<file path="src/rtl/y_hist_reader_if.sv">
// -----------------------------------------------------------------------------
// y_hist_reader_if
// Packet stream carrying histogram beats from y_hist_reader to its sink.
//   hist_data  : bin count of the current beat
//   hist_bin   : bin index of the current beat
//   hist_valid : beat valid
//   hist_ready : sink accepts the beat (driven by the sink)
//   hist_sop   : first beat of a sweep (bin 0)
//   hist_eop   : last beat of a sweep (last bin)
// Modports: master = beat source (the reader), slave = beat sink.
// -----------------------------------------------------------------------------
interface y_hist_reader_if #(
    parameter int CNT_W = 20,
    parameter int BIN_W = 8
);
    logic [CNT_W-1:0] hist_data;
    logic [BIN_W-1:0] hist_bin;
    logic             hist_valid;
    logic             hist_ready;
    logic             hist_sop;
    logic             hist_eop;

    modport master (
        output hist_data, hist_bin, hist_valid, hist_sop, hist_eop,
        input  hist_ready
    );

    modport slave (
        input  hist_data, hist_bin, hist_valid, hist_sop, hist_eop,
        output hist_ready
    );
endinterface

</file>
<file path="src/rtl/y_hist_reader.sv">
// -----------------------------------------------------------------------------
// y_hist_reader
// Sweeps the luma histogram bin RAM after every frame_sync pulse and streams
// each bin count as one beat of a ready/valid packet (sop on bin 0, eop on the
// last bin). Tracks the largest bin of each sweep.
//
// Optional build macro: Y_HIST_CLEAR_EN
//   defined   : every bin is written back to zero right after it is read
//               (one read + one write per bin, 1 beat every 2 cycles)
//   undefined : read-only sweep, 1 read per cycle, ram_wr/ram_wrdata tied 0
//
// Ports
//   clk, rst          : clock, synchronous active-high reset
//   frame_sync        : end-of-frame pulse, starts a sweep when idle
//   ram_addr/rd/rddata: bin RAM read port (data valid the cycle after rd)
//   ram_wr/ram_wrdata : bin RAM write port (clear-on-read only)
//   hist              : beat stream, master side
//   busy              : sweep in progress
//   overrun           : sticky, frame_sync seen while busy
//   peak_bin/peak_cnt : largest bin of the last completed sweep
// -----------------------------------------------------------------------------
module y_hist_reader #(
    parameter int BINS  = 256,
    parameter int CNT_W = 20
) (
    input  logic             clk,
    input  logic             rst,
    input  logic             frame_sync,
    output logic [7:0]       ram_addr,
    output logic             ram_rd,
    input  logic [CNT_W-1:0] ram_rddata,
    output logic             ram_wr,
    output logic [CNT_W-1:0] ram_wrdata,
    y_hist_reader_if.master  hist,
    output logic             busy,
    output logic             overrun,
    output logic [7:0]       peak_bin,
    output logic [CNT_W-1:0] peak_cnt
);

    localparam logic [7:0] LAST_BIN = 8'(BINS - 1);

`ifdef Y_HIST_CLEAR_EN
    typedef enum logic [1:0] {IDLE, RD, WR, DRAIN} state_t;
`else
    typedef enum logic [1:0] {IDLE, RD, DRAIN} state_t;
`endif

    state_t           state_q;
    logic [7:0]       addr_q;
    logic             busy_q;
    logic             overrun_q;
    logic [7:0]       run_bin_q;
    logic [CNT_W-1:0] run_cnt_q;
    logic [7:0]       peak_bin_q;
    logic [CNT_W-1:0] peak_cnt_q;

    // Read issued last cycle: its data is on ram_rddata this cycle.
    logic             rd_pend_q;
    logic [7:0]       rd_bin_q;

    // Two-entry output FIFO, each entry tagged with its bin index.
    logic [CNT_W-1:0] fifo_data_q [2];
    logic [7:0]       fifo_bin_q  [2];
    logic [1:0]       fifo_cnt_q;
    logic [1:0]       fifo_cnt_d;
    logic             wr_ptr_q;
    logic             rd_ptr_q;

    logic             head_valid;
    logic             push;
    logic             pop;
    logic [2:0]       credits;
    logic             slot_free;
    logic             rd_fire;
    logic             drain_done;

    assign head_valid = (fifo_cnt_q != 2'd0);
    assign push       = rd_pend_q;
    assign pop        = head_valid & hist.hist_ready;
    assign fifo_cnt_d = fifo_cnt_q + {1'b0, push} - {1'b0, pop};

    // Slot accounting counts the FIFO after this cycle's pop plus the read
    // whose data lands at this edge. A read issued now lands one edge later,
    // so the FIFO can never exceed two entries even if the sink stalls, and
    // with the sink always ready a read can go out every cycle. ram_rd is
    // therefore decoded combinationally from the state and the pop.
    assign credits    = {1'b0, fifo_cnt_q} - {2'b00, pop} + {2'b00, rd_pend_q};
    assign slot_free  = (credits < 3'd2);
    assign rd_fire    = (state_q == RD) & slot_free;

    // Sweep is finished once the last beat leaves at this edge and nothing
    // is left in the RAM pipeline.
    assign drain_done = ~rd_pend_q & (fifo_cnt_q == {1'b0, pop});

    // -------------------------------------------------------------------------
    // Control FSM and peak tracking
    // -------------------------------------------------------------------------
    always_ff @(posedge clk) begin
        if (rst) begin
            state_q    <= IDLE;
            addr_q     <= '0;
            busy_q     <= 1'b0;
            overrun_q  <= 1'b0;
            run_bin_q  <= '0;
            run_cnt_q  <= '0;
            peak_bin_q <= '0;
            peak_cnt_q <= '0;
        end else begin
            if (frame_sync && busy_q) begin
                overrun_q <= 1'b1;
            end

            // Strict compare keeps the lowest index on a tie.
            if (push && (ram_rddata > run_cnt_q)) begin
                run_cnt_q <= ram_rddata;
                run_bin_q <= rd_bin_q;
            end

            case (state_q)
                IDLE: begin
                    if (frame_sync) begin
                        addr_q    <= '0;
                        run_bin_q <= '0;
                        run_cnt_q <= '0;
                        busy_q    <= 1'b1;
                        state_q   <= RD;
                    end
                end
                RD: begin
                    if (rd_fire) begin
`ifdef Y_HIST_CLEAR_EN
                        state_q <= WR;
`else
                        if (addr_q == LAST_BIN) begin
                            state_q <= DRAIN;
                        end else begin
                            addr_q <= addr_q + 8'd1;
                        end
`endif
                    end
                end
`ifdef Y_HIST_CLEAR_EN
                WR: begin
                    if (addr_q == LAST_BIN) begin
                        state_q <= DRAIN;
                    end else begin
                        addr_q  <= addr_q + 8'd1;
                        state_q <= RD;
                    end
                end
`endif
                DRAIN: begin
                    if (drain_done) begin
                        peak_bin_q <= run_bin_q;
                        peak_cnt_q <= run_cnt_q;
                        busy_q     <= 1'b0;
                        state_q    <= IDLE;
                    end
                end
                default: state_q <= IDLE;
            endcase
        end
    end

    // -------------------------------------------------------------------------
    // Read pipeline and output FIFO
    // -------------------------------------------------------------------------
    always_ff @(posedge clk) begin
        if (rst) begin
            rd_pend_q  <= 1'b0;
            rd_bin_q   <= '0;
            fifo_cnt_q <= '0;
            wr_ptr_q   <= 1'b0;
            rd_ptr_q   <= 1'b0;
        end else begin
            rd_pend_q  <= rd_fire;
            rd_bin_q   <= addr_q;
            fifo_cnt_q <= fifo_cnt_d;
            if (push) begin
                wr_ptr_q <= ~wr_ptr_q;
            end
            if (pop) begin
                rd_ptr_q <= ~rd_ptr_q;
            end
        end
    end

    // Storage needs no reset: the outputs are masked while the FIFO is empty.
    always_ff @(posedge clk) begin
        if (push) begin
            fifo_data_q[wr_ptr_q] <= ram_rddata;
            fifo_bin_q[wr_ptr_q]  <= rd_bin_q;
        end
    end

    // -------------------------------------------------------------------------
    // Outputs
    // -------------------------------------------------------------------------
    assign ram_addr = addr_q;
    assign ram_rd   = rd_fire;

`ifdef Y_HIST_CLEAR_EN
    assign ram_wr     = (state_q == WR);
    assign ram_wrdata = '0;
`else
    assign ram_wr     = 1'b0;
    assign ram_wrdata = '0;
`endif

    assign hist.hist_valid = head_valid;
    assign hist.hist_data  = head_valid ? fifo_data_q[rd_ptr_q] : '0;
    assign hist.hist_bin   = head_valid ? fifo_bin_q[rd_ptr_q]  : '0;
    assign hist.hist_sop   = head_valid & (fifo_bin_q[rd_ptr_q] == 8'd0);
    assign hist.hist_eop   = head_valid & (fifo_bin_q[rd_ptr_q] == LAST_BIN);

    assign busy     = busy_q;
    assign overrun  = overrun_q;
    assign peak_bin = peak_bin_q;
    assign peak_cnt = peak_cnt_q;

endmodule

</file>
<file path="src/flat_wrapper.sv">
// flat-port wrapper written by rule: the top's interface ports become plain ports
module y_hist_reader_flat 
#(
    parameter int BINS  = 256,
    parameter int CNT_W = 20
)
  (clk, rst, frame_sync, ram_addr, ram_rd, ram_rddata, ram_wr, ram_wrdata, busy, overrun, peak_bin, peak_cnt, hist_hist_data, hist_hist_bin, hist_hist_valid, hist_hist_sop, hist_hist_eop, hist_hist_ready);
  y_hist_reader_if #(.CNT_W(CNT_W), .BIN_W(8)) hist_i ();
  input  logic clk;
  input  logic rst;
  input  logic frame_sync;
  output logic [7:0] ram_addr;
  output logic ram_rd;
  input  logic [CNT_W-1:0] ram_rddata;
  output logic ram_wr;
  output logic [CNT_W-1:0] ram_wrdata;
  output logic busy;
  output logic overrun;
  output logic [7:0] peak_bin;
  output logic [CNT_W-1:0] peak_cnt;
  output wire logic [$bits(hist_i.hist_data)-1:0] hist_hist_data;
  output wire logic [$bits(hist_i.hist_bin)-1:0] hist_hist_bin;
  output wire logic [$bits(hist_i.hist_valid)-1:0] hist_hist_valid;
  output wire logic [$bits(hist_i.hist_sop)-1:0] hist_hist_sop;
  output wire logic [$bits(hist_i.hist_eop)-1:0] hist_hist_eop;
  input wire logic [$bits(hist_i.hist_ready)-1:0] hist_hist_ready;
  assign hist_hist_data = hist_i.hist_data;
  assign hist_hist_bin = hist_i.hist_bin;
  assign hist_hist_valid = hist_i.hist_valid;
  assign hist_hist_sop = hist_i.hist_sop;
  assign hist_hist_eop = hist_i.hist_eop;
  assign hist_i.hist_ready = hist_hist_ready;
  y_hist_reader #(.BINS(BINS), .CNT_W(CNT_W)) u_core (.clk(clk), .rst(rst), .frame_sync(frame_sync), .ram_addr(ram_addr), .ram_rd(ram_rd), .ram_rddata(ram_rddata), .ram_wr(ram_wr), .ram_wrdata(ram_wrdata), .hist(hist_i), .busy(busy), .overrun(overrun), .peak_bin(peak_bin), .peak_cnt(peak_cnt));
endmodule
</file>
<file path="config.mk">
export PLATFORM = sky130hd
export DESIGN_NAME = y_hist_reader_flat
export DESIGN_NICKNAME = d
export VERILOG_FILES = /design/src/rtl/y_hist_reader_if.sv /design/src/rtl/y_hist_reader.sv /design/src/flat_wrapper.sv
export SDC_FILE = /design/constraint.sdc
export NUM_CORES = 1
export LEC_CHECK = 0
export CORE_MARGIN = 2
export CORE_UTILIZATION = 37
export DETAILED_ROUTE_END_ITERATION = 10
export SETUP_SLACK_MARGIN = 0.1
export SKIP_CTS_REPAIR_TIMING = 1
export SLEW_MARGIN = 10
export SYNTH_ARGS = -nofsm -noshare
export SYNTH_HDL_FRONTEND = slang
export SYNTH_SLANG_ARGS = --single-unit
</file>
<file path="constraint.sdc">
create_clock -name clk -period 3.5 [get_ports clk]
set_clock_uncertainty 0.05 [all_clocks]
set_input_delay 0.7 -clock clk [delete_from_list [all_inputs] [get_ports clk]]
set_output_delay 0.7 -clock clk [all_outputs]
set_load 0.005 [all_outputs]
</file>
After elaboration in Yosys (flattened, before gate mapping)
Memories as Yosys holds them, arrays and structs flattened. A register that Yosys moved wholly into a read port is not among the register bits.
Cells that the tools add are included.
W data, S select, Z words.
Word-level totals
  register bits: 81
  RAM bits: 56
  input bits: 24
  output and inout port bits: 91
  word-level logic and storage cells: 77
  memories kept: 2
Memory list
  u_core.fifo_data_q: words 2, width 20, read ports 1, clocked after Yosys merged registers in 1, write ports 1, line y_hist_reader.sv:63  | logic [CNT_W-1:0] fifo_data_q [2];
  u_core.fifo_bin_q: words 2, width 8, read ports 1, clocked after Yosys merged registers in 1, write ports 1, line y_hist_reader.sv:64  | logic [7:0] fifo_bin_q [2];
Cells by class
  add/sub/neg operators: 5
  $lt $le $gt $ge: 2
  eq/ne operators: 10
  muxes and demuxes: 26
  bitwise logic cells: 8
  reduce and logical (&&, ||, !) cells: 11
Operators with widths (count)
  $mux W20: 4
  $mux W8: 7
  $gt A20 B20 Y1: 1
  $eq A8 B8 Y1 const B: 2
  $pmux W8 S2: 1
  $add A8 B1 Y8 const B: 1
  $logic_not A8 Y1: 1
  $mux W1: 8
  $mux W2: 4
  $ne A2 B2 Y1 const B: 4
  $reduce_and A4 Y1: 2
  $pmux W2 S3: 1
  $reduce_bool A2 Y1: 3
  $and A1 B1 Y1: 5
  $add A3 B1 Y3: 1
  $lt A3 B2 Y1 const B: 1
  $not A1 Y1: 3
  $reduce_and A3 Y1: 1
  $sub A2 B1 Y3: 1
  $add A2 B1 Y2: 1
  $eq A2 B1 Y1: 1
  $eq A2 B1 Y1 const B: 1
  $eq A2 B2 Y1 const B: 1
  $logic_and A1 B1 Y1: 2
  other kinds (5): 5

Logic depth before layout (Yosys ltp)
  word-level depth: 8
  depth in mapped cells: 13
  gate-level depth less buffers: 13

Least setup slack after synthesis
Ideal clock, no wire load.
  kind: input port to flip-flop
  start: in hist_hist_ready
  end: reg u_core.addr_q[6] (netlist: u_core.ram_addr[6])
  library setup time: 72 ps
  data arrival time: 3063 ps
  required time: 3378 ps
  path slack: 315 ps
  stages on the path: 10
  buffers on the path: 0
  cell sequence: nor2b_1 -> ha_1 -> inv_1 -> ha_1 -> fa_1 -> or4_1 -> inv_1 -> a21oi_1 -> or3_1 -> a21oi_1
On the way
  word-level cells in the longest chain between the ends: 7
RTL lines
  start: declaration: line flat_wrapper.sv:26  | input wire logic [$bits(hist_i.hist_ready)-1:0] hist_hist_ready;
  $and A1 B1 Y1: line y_hist_reader.sv:80  | assign pop = head_valid & hist.hist_ready;
  $sub A2 B1 Y3: line y_hist_reader.sv:88  | assign credits = {1'b0, fifo_cnt_q} - {2'b00, pop} + {2'b00, rd_pend_q};
  $add A3 B1 Y3: line y_hist_reader.sv:88
  via u_core.credits[1]: line y_hist_reader.sv:73  | logic [2:0] credits;
  $lt A3 B2 Y1: line y_hist_reader.sv:89  | assign slot_free = (credits < 3'd2);
  $and A1 B1 Y1: line y_hist_reader.sv:90  | assign rd_fire = (state_q == RD) & slot_free;
  via ram_rd: line flat_wrapper.sv:13  | output logic ram_rd;
  $ne A2 B2 Y1 (no line)
  $reduce_and A4 Y1 (no line)
  end signal: assignment: line y_hist_reader.sv:138  | addr_q <= addr_q + 8'd1;
  end: declaration: line y_hist_reader.sv:50  | logic [7:0] addr_q;
The timed path passes the listed nets, and every way through them passes these cells.
A chain may end at the register's enable or synchronous reset.

Worst setup path after layout
  start: in hist_hist_ready
  end: out ram_rd
On the way
  word-level cells in the longest chain between the ends: 5
RTL lines
  $and A1 B1 Y1: line y_hist_reader.sv:80
  via u_core.pop: line y_hist_reader.sv:72  | logic pop;
  $sub A2 B1 Y3: line y_hist_reader.sv:88
  $add A3 B1 Y3: line y_hist_reader.sv:88
  via u_core.credits[1]: line y_hist_reader.sv:73
  $lt A3 B2 Y1: line y_hist_reader.sv:89
  $and A1 B1 Y1: line y_hist_reader.sv:90
  end: declaration: line flat_wrapper.sv:13
The timed path passes the listed nets, and every way through them passes these cells.

==> metrics.csv <==
stage;metric;value;unit
run_status;status;finished clean;
placement;placed inst area;0.006835;mm^2
logic_synthesis;Synth top area share;0.2933;
logic_synthesis;Mapped Area;0.005733;mm^2
power;Pwr Density;647.1;mW/mm^2
setup_path;Worst Path Required;2.75;ns
setup_path;Worst path most repeated cell;ha_4;
sta;RSZ-0062 raised after global routing;no;
sta;Worst-Margin Slew;0.6555;ns
setup_path;slowest cell on the critical path;or4_4;
logic_synthesis;Yosys top cell by area;edfxtp_1;
cts;Clock Sinks;138;
finish;Net count, final;680;
placement;Final Wtd Congestion;0.8812;
finish;register area;0.003326;mm^2
cts;clk slew on worst S/H paths;0.06;ns
floorplan;Die H;128.5;um
min_path;Min-Delay Path Class;reg2reg;
sta;Tcrit/Tclk final;0.9623;
logic_synthesis;FFs w/ async S/R, synth;0;
finish;Final Cell Area;0.007532;mm^2
placement;dpl hpwl;8590;um
cts;CTS buffer count;17;
floorplan;die span in x;128.5;um
floorplan;Initial Util;0.3785;
run;Max Cap Viol;0;
logic_synthesis;top cells by area, synth;edfxtp_1 29%, dfxtp_1 29%, ha_1 5.0%;
detailed_routing;via/cell ratio;4.862;
logic_synthesis;library cells used by synthesis;47;
cts;H-tree depth;4;
global_routing;All-Layer GR Usage;0.1607;
cts;clock latency on the worst-skew pair;0.41;ns
logic_synthesis;Top FF cell, synth;dfxtp_1;
floorplan;row count;45;
floorplan;Core ar.;0.01515;mm^2
finish;area grow syn2layout;31.38;%
global_routing;global-route wire length before repair;20210;um
sta;final hold vios;0;
detailed_routing;antenna-violating nets left;0;
cts;CTS root buf;clkbuf_16;
global_routing;grt ovf;0;
detailed_routing;DRT iter0 DRCs;164;
logic_synthesis;Synth Instances;522;
sta;Setup Viol. Count Final;0;
finish;multi-input logic area;0.002142;mm^2
floorplan;Die ar.;0.01651;mm^2
sta;minimum clock period after layout;3.368;ns
detailed_routing;Wirelength per Cell;15.16;um
logic_synthesis;Synth Register Bits;138;
floorplan;IO Count;115;
setup_path;Worst setup EP type;output port;
global_routing;largest net degree at the start of global routing;33;
setup_path;Worst Path Arrival;2.62;ns
sta;Slew Viols, Final;0;
logic_synthesis;Mapped Avg Cell Area;10.98;um^2
logic_synthesis;count leader, synth;dfxtp_1;
logic_synthesis;Seq/Total Area, Yosys;0.5797;
setup_path;crit start category;input port;
placement;Placement Setup Slack;-0.5616;ns
finish;layout cells sized above 1;0.1132;
logic_synthesis;top cells by count, synth;82 x dfxtp_1, 63 x nand2_1, 56 x edfxtp_1, 45 x nor2_1, 44 x a21oi_1;
setup_path;cells along the critical path;dlymetal6s2s_1, nor2b_4, ha_4, inv_4, ha_4, fa_2, or4_4, inv_2, clkbuf_2;
finish;antenna cells;0;
finish;Filler Cells Inserted;1345;
cts;Clock Path Buffers;2;
power;Leakage Power;2.652;nW
detailed_routing;1st-pass router iterations;4;
sta;Final Worst Setup Slack;0.1320;ns
detailed_routing;DRT Wirelength;12630;um
global_routing;initial antenna violation count;0;
setup_path;kind of critical path;in2out;
placement;Buffers on Ports;93;
cts;CTS tree;done;
logic_synthesis;yosys warns;0;
power;peak supply drop;0.4846;mV
detailed_routing;vias;4050;
global_routing;vias in the first global route;4065;
sta;relative max-transition margin;0.5630;
sta;f_max;296.9;MHz
logic_synthesis;Post-synth EDFFs;56;
setup_path;CP max FO;2;
setup_path;Worst path max stage delay;0.54;ns
detailed_routing;DRC Markers;0;
[path summary, 6_finish.rpt]
kind / start / end / slack (ns) / cells after the start
setup / recovery: hist_hist_ready / ram_rd / 0.13 / 9
hold / removal: u_core.peak_bin[2] / u_core.peak_bin[2] / 0.40 / 2
setup reg to reg: u_core.fifo_cnt_q[1] / u_core.ram_addr[3] / 0.46 / 12
hold reg to reg: u_core.peak_bin[2] / u_core.peak_bin[2] / 0.40 / 2
[cells by family after synthesis]
kind of cell | synth area share
and+or+nand+nor | 0.1338
AOI/OAI and AO/OA | 0.1059
other | 0.0006541
xor gates and xnor gates | 0.009166
adders and majority gates | 0.05369
muxes | 0.04889
buffers and inverters | 0.06831
DFF | 0.5797
[cells in the final DEF, fill, tap and decap left out, types with 2 or more instances in the layout]
cell and instances:
nor4_1 4, clkinv_2 2, ha_1 21, a22o_1 28
inv_1 25, ha_4 2, xnor2_1 6, nor2_1 44
and2_1 3, edfxtp_1 56, dfxtp_1 80, or3_1 4
bufinv_16 4, clkdlybuf4s50_1 90, clkinvlp_4 2, o21ai_0 6
clkbuf_16 17, a21oi_1 44, nand4_1 7, mux2i_1 28
or4_4 2, and4_1 2, nand3_1 6, dfxtp_2 2
nand2_1 63, nor3_1 5, buf_4 22, conb_1 21
nor2b_1 15, clkbuf_8 3
[worst max-delay path, delay by kind of cell]
kind / cells / cell delay, ns
simple gates: 2 / 0.68
buf+inv: 4 / 0.33
fa+ha+maj: 3 / 0.89
[sequential cells by signal, summed over array words and instances (netlist names), named ones only]
signal,flops
u_core.run_bin_q,8
u_core.rd_ptr_q,1
u_core.fifo_data_q,40
u_core.wr_ptr_q,1
u_core.ram_addr,8
u_core.state_q,2
u_core.fifo_bin_q,16
u_core.peak_cnt,20
u_core.peak_bin,8
u_core.rd_bin_q,8
u_core.overrun,1
u_core.busy,1
u_core.fifo_cnt_q,2
u_core.push,1
u_core.run_cnt_q,20
[power by group]
part | total (mW) | switching [mW] | internal [mW] | leakage, nW
clock | 1.90 | 0.650 | 1.25 | 0.307
combinational | 1.10 | 0.533 | 0.564 | 1.18
sequential | 1.88 | 0.0818 | 1.80 | 1.17
[final cells by class]
| type | instances | area share |
|---|---|---|
| Multi-Input combinational cell | 333 | 0.2844 |
| Tap cell | 188 | 0.03123 |
| Clock inverter | 11 | 0.02209 |
| Sequential cell | 138 | 0.4415 |
| Clock buffer | 21 | 0.06246 |
| Timing Repair Buffer | 115 | 0.1445 |
| Inverter | 27 | 0.01379 |
[stage by stage]
step	hold WS [ns]	power (mW)	instances	utilization	setup TNS (ns)
6_report	0.4000	4.874	833	0.4973	0
5_1_grt	0.4197	5.117	833	0.4973	0
4_1_cts	0.4051	4.856	831	0.4934	-0.5714
3_5_place_dp	0.3939	2.954	799	0.4513	-1.937
3_3_place_gp	0.3961	2.931	799	0.4513	-1.574
2_1_floorplan	0.3764	2.458	542	-	0
[layer usage]
| metal | routed length [um] | track usage | up-vias | part of all wire |
|---|---|---|---|---|
| li1 | - | - | 2016 | - |
| met1 | 5875 | 0.2016 | 1896 | 0.47 |
| met2 | 5859 | 0.2613 | 121 | 0.46 |
| met3 | 721 | 0.05114 | 17 | 0.057 |
| met4 | 169 | 0.05882 | 0 | 0.013 |
| met5 | 0 | 0 | - | 0 |
Power figures use the tool's default switching activity.
